**src/rtl/pipe_pkg.sv**
```systemverilog
// rtl/pipe_pkg.sv - shared defaults for the skid-buffered pipeline stage
package pipe_pkg;

    localparam int DEF_DATA_W = 32;
    localparam int DEF_LANES  = 1;
    localparam int DEF_CNT_W  = 16;

endpackage

```
**src/rtl/pipe_stage_skid_sat_counter.sv**
```systemverilog
// rtl/pipe_stage_skid_sat_counter.sv - saturating up-counter with synchronous clear
module sat_counter #(
    parameter int CNT_W = 16
) (
    input  logic             CLK,
    input  logic             nRST,
    input  logic             inc,
    input  logic             clr,
    output logic [CNT_W-1:0] q
);

    // Clear wins over increment; the counter sticks at all-ones instead of wrapping.
    always_ff @(posedge CLK or negedge nRST) begin
        if (!nRST) begin
            q <= '0;
        end else if (clr) begin
            q <= '0;
        end else if (inc && (q != '1)) begin
            q <= q + CNT_W'(1);
        end
    end

endmodule

```
**src/rtl/pipe_stage_skid.sv**
```systemverilog
// rtl/pipe_stage_skid.sv - pipeline stage register with one-entry skid buffer and perf counters
module pipe_stage_skid
    import pipe_pkg::*;
#(
    parameter int DATA_W = DEF_DATA_W,
    parameter int LANES  = DEF_LANES,
    parameter int CNT_W  = DEF_CNT_W
) (
    input  logic                    CLK,
    input  logic                    nRST,
    input  logic                    flush,
    input  logic                    freeze,
    input  logic                    in_valid,
    output logic                    in_ready,
    input  logic [LANES-1:0]        in_lane_vld,
    input  logic [LANES*DATA_W-1:0] in_data,
    output logic                    out_valid,
    input  logic                    out_ready,
    output logic [LANES-1:0]        out_lane_vld,
    output logic [LANES*DATA_W-1:0] out_data,
    input  logic                    cnt_clr,
    output logic [CNT_W-1:0]        bubble_cnt,
    output logic [CNT_W-1:0]        stall_cnt
);

    // Entry layout depends on the parameters, so it is declared here rather than in the package.
    typedef struct packed {
        logic                    v;
        logic [LANES-1:0]        lv;
        logic [LANES*DATA_W-1:0] d;
    } entry_t;

    entry_t main_q;
    entry_t skid_q;
    entry_t in_e;
    logic   accept;
    logic   xfer;

    always_comb begin
        in_ready = !skid_q.v && !freeze && !flush;
        accept   = in_valid && in_ready;
        xfer     = main_q.v && out_ready && !freeze;
        in_e     = '{v: 1'b1, lv: in_lane_vld, d: in_data};
    end

    // An empty main entry is always all-zero, so out_* need no extra masking.
    always_ff @(posedge CLK or negedge nRST) begin
        if (!nRST) begin
            main_q <= '0;
            skid_q <= '0;
        end else if (flush) begin
            main_q <= '0;
            skid_q <= '0;
        end else if (!freeze) begin
            if (!skid_q.v) begin
                if (!main_q.v || xfer) begin
                    main_q <= accept ? in_e : '0;
                end else if (accept) begin
                    skid_q <= in_e;
                end
            end else if (xfer) begin
                main_q <= skid_q;
                skid_q <= '0;
            end
        end
    end

    assign out_valid    = main_q.v;
    assign out_lane_vld = main_q.lv;
    assign out_data     = main_q.d;

    sat_counter #(.CNT_W(CNT_W)) u_bubble_cnt (
        .CLK  (CLK),
        .nRST (nRST),
        .inc  (!freeze && !main_q.v),
        .clr  (!freeze && cnt_clr),
        .q    (bubble_cnt)
    );

    sat_counter #(.CNT_W(CNT_W)) u_stall_cnt (
        .CLK  (CLK),
        .nRST (nRST),
        .inc  (!freeze && main_q.v && !out_ready),
        .clr  (!freeze && cnt_clr),
        .q    (stall_cnt)
    );

endmodule
```
**config.mk**
```make
export PLATFORM = sky130hd
export DESIGN_NAME = pipe_stage_skid
export DESIGN_NICKNAME = d
export VERILOG_FILES = /design/src/rtl/pipe_pkg.sv /design/src/rtl/pipe_stage_skid_sat_counter.sv /design/src/rtl/pipe_stage_skid.sv
export SDC_FILE = /design/constraint.sdc
export NUM_CORES = 1
export LEC_CHECK = 0
export BUFFER_PORTS_ARGS = -buffer_cell sky130_fd_sc_hd__buf_2
export CORE_MARGIN = 1
export CORE_UTILIZATION = 48
export DETAILED_ROUTE_END_ITERATION = 16
export PLACE_DENSITY_LB_ADDON = 0.08
export SLEW_MARGIN = 10
export SYNTH_ARGS = -nofsm -noshare
export SYNTH_HDL_FRONTEND = slang
export SYNTH_SLANG_ARGS = --single-unit
```
**constraint.sdc**
```tcl
create_clock -name CLK -period 2.3 [get_ports CLK]
set_clock_uncertainty 0.1 [all_clocks]
set_input_delay 0.23 -clock CLK [delete_from_list [all_inputs] [get_ports CLK]]
set_output_delay 0.23 -clock CLK [all_outputs]
set_load 0.02 [all_outputs]
```
==> results.py <==
metrics = {
    "outcome": {
        "outcome": "complete, no violations",
    },
    "setup_path": {
        "cp-end-kind": "flip-flop",
        "crit_path_end": "u_bubble_cnt.q[9]",
        "cp.arrival_ns": 2.35,
        "cp-startpoint": "u_bubble_cnt.q[0]",
        "rr_worst_depth": 6,
        "r2r-start": "u_bubble_cnt.q[0]",
        "r2r-end": "u_bubble_cnt.q[9]",
        "crit_type": "flip-flop to flip-flop",
        "rrSetupSlack_ns": 0.15,
        "start_kind": "flip-flop",
        "crit_required_ns": 2.49,
        "cp_max_fo": 9,
    },
    "timing": {
        "slew_headroom_pct": 64.1,
        "tightestPinTransition_ns": 0.537,
        "post-route-period-util_pct": 93.6,
        "fmax_ghz": 0.464,
        "final.setup.tns_ns": 0,
        "drv_slew": 0,
        "final.min_clock_period_ns": 2.15,
        "rsz0062_at_grt": "no",
        "worst_slack_ns": 0.147,
        "finalSetupViolations": 0,
        "finalHoldViolations": 0,
    },
    "grt": {
        "grt_pass1_wl_mm": 17.3,
        "grt_overflow_total": 0,
        "grt_pass1_vias": 3500,
        "antenna_found_initial": 0,
        "grtUsageTotal_pct": 22.3,
        "grt_max_degree": 67,
    },
    "synth": {
        "syn-cell-area_um2": 4510,
        "synthArstFlopShare_pct": 100,
        "synth_cells": 434,
        "ys_seq_elements": 100,
        "yosysUniqueCellTypes": 37,
        "synth_fa_ha_area_share_pct": 0.555,
        "yosys_warnings": 0,
        "muxShareOfSynthArea_pct": 0.222,
        "synth-xor-area-share_pct": 3.50,
        "synth-simple-area-share_pct": 16.6,
        "yosysSeqAreaShare_pct": 55.5,
        "synthFlopType": "dfrtp_1",
        "synth-compound-area-share_pct": 19.9,
        "synth_nets": 476,
        "avgSynthCellArea_um2": 10.4,
        "synth_edf_count": 0,
        "synth_top_family_by_area": "compound AO/OA/AOI/OAI gates",
    },
    "placed_design": {
        "port_buffers": 106,
        "dp.cells": 632,
        "dpl.hpwl_mm": 6.79,
        "place_ws_ns": 0.191,
        "gp_congestion": 0.818,
    },
    "pwr": {
        "p_per_area_nw_per_um2": 607,
        "total_power_uw": 3300,
        "peakVddDrop_mv": 0.283,
        "cellLeakagePower_uw": 0.00262,
    },
    "drt": {
        "vias": 3709,
        "wl_per_cell_um": 15.9,
        "drt_wl_total_mm": 10.4,
        "drt_iter0_markers": 150,
        "drc": 0,
        "first_pass_iters": 4,
        "antenna_left": 0,
        "avgViaCountPerCell": 5.70,
    },
    "layout": {
        "fillers": 797,
        "final_common_cell": "buf_2",
        "insertedDiodeCount": 0,
        "area_delta_synth_final_pct": 20.7,
        "fin_util_pct": 61.2,
        "fin_nets": 581,
        "final_cells": 651,
        "layout-drive-gt1-share_pct": 28.2,
        "final_cell_mix": "buf_2, dfrtp_1, nand2_1",
    },
    "clock_network": {
        "htree_levels": 3,
        "tritoncts": "done",
        "path_clk_slew_ns": 0.10,
        "numCtsBuffers": 9,
        "cts-root-buf": "clkbuf_8",
        "clk_latency_ns": 0.35,
        "cts_buffer_depth": 2,
        "clock_sinks": 100,
    },
    "floorplan": {
        "initial_core_util_pct": 50.7,
        "pin_count": 107,
        "dieArea_um2": 9780,
        "rows": 34,
        "die_y_um": 98.9,
        "coreArea_um2": 8890,
        "die_x_um": 98.9,
    },
    "run": {
        "maxCapViolations": 0,
    },
    "worst_hold_path": {
        "min_path_type": "primary input to flip-flop",
    },
}
[power breakdown]
part	switching, uW	internal (uW)
logic	224	124
registers	30.1	1800
clock network	598	531
[how the worst min path moves through the flow]
stage,start,to,slack [ns],cells past startpoint
2_1_floorplan,nRST,out_data[0],-0.17,0
3_3_place_gp,nRST,out_data[10],0.11,1
3_5_place_dp,nRST,out_data[10],0.11,1
4_1_cts,in_data[22],skid_q[22],0.002,2
5_1_grt,in_data[0],skid_q[0],0.0009,2
6_report,in_data[22],skid_q[22],0.02,2
[sequential cells by signal, indices dropped and copies added (netlist names)]
name	cells
out_data	32
out_lane_vld	1
out_valid	1
skid_q	34
u_bubble_cnt.q	16
u_stall_cnt.q	16
[stage by stage]
stage,hold WS [ns],instance area (um^2)
after floorplan,-0.166,4520
after global placement,0.106,5200
after detailed placement,0.110,5200
after CTS,0.00219,5440
after global routing,0.000870,5440
final,0.0171,5440
[critical path, stage by stage (launching register included)]
cell	delay, ns
dfrtp_2	0.46
ha_4	0.18
and4_1	0.28
and4_4	0.24
or3_4	0.43
or3_1	0.34
o21ai_2	0.06
[layout make-up]
class	instances	area (um^2)	area share [%]
clock buffers	10	138	2.53
clock inverters	5	60.1	1.10
inverters	5	18.8	0.345
multi-input cells	299	1880	34.6
flip-flops and latches	100	2500	46.0
well taps	108	135	2.48
repair buffers	124	703	12.9
[cells in the mapped netlist (3+ instances only)]
library cell	count	area share, %
and4_1	5	0.97
buf_6	4	1.0
nor2_1	26	2.2
or3_1	7	0.97
o21ai_0	41	4.6
a22oi_1	33	5.5
and3_1	4	0.56
nand3_1	12	1.3
nor3_1	9	1.0
xnor2_1	13	2.5
nor3_2	3	0.67
dfrtp_1	100	56
xor2_1	5	0.97
inv_1	5	0.42
a21oi_1	12	1.3
a21o_1	5	0.83
nand2_1	52	4.3
nor4_1	5	0.69
nand4_1	11	1.5
nor2b_1	3	0.42
o21ai_2	4	0.78
clkbuf_1	23	1.9
a22o_1	34	6.6
[per-layer routing]
metal / global-route usage, % / share of wire, % / vias to the layer above
met5: 0 / 0 / -
met4: 7.12 / 1.4 / 0
met3: 4.61 / 5.3 / 16
met2: 36.5 / 48 / 105
met1: 29.8 / 46 / 1810
li1: - / - / 1778
[cell families (layout without fill, tap and decap cells)]
logic type | after synthesis | in the layout
AOI/OAI and AO/OA | 131 | 131
adders and majority gates | 2 | 2
xor gates and xnor gates | 18 | 18
and+or+nand+nor | 147 | 147
muxes | 1 | 1
buffers and inverters | 35 | 144
DFF | 100 | 100
[timing repair]
item | 4_1_cts | 5_1_grt
setup buffers | 0 | 0
endpoints found under the hold margin | 35 | 0
hold buffers | 4 | 0
gates resized for setup | 0 | 0
Power figures use the tool's default switching activity.
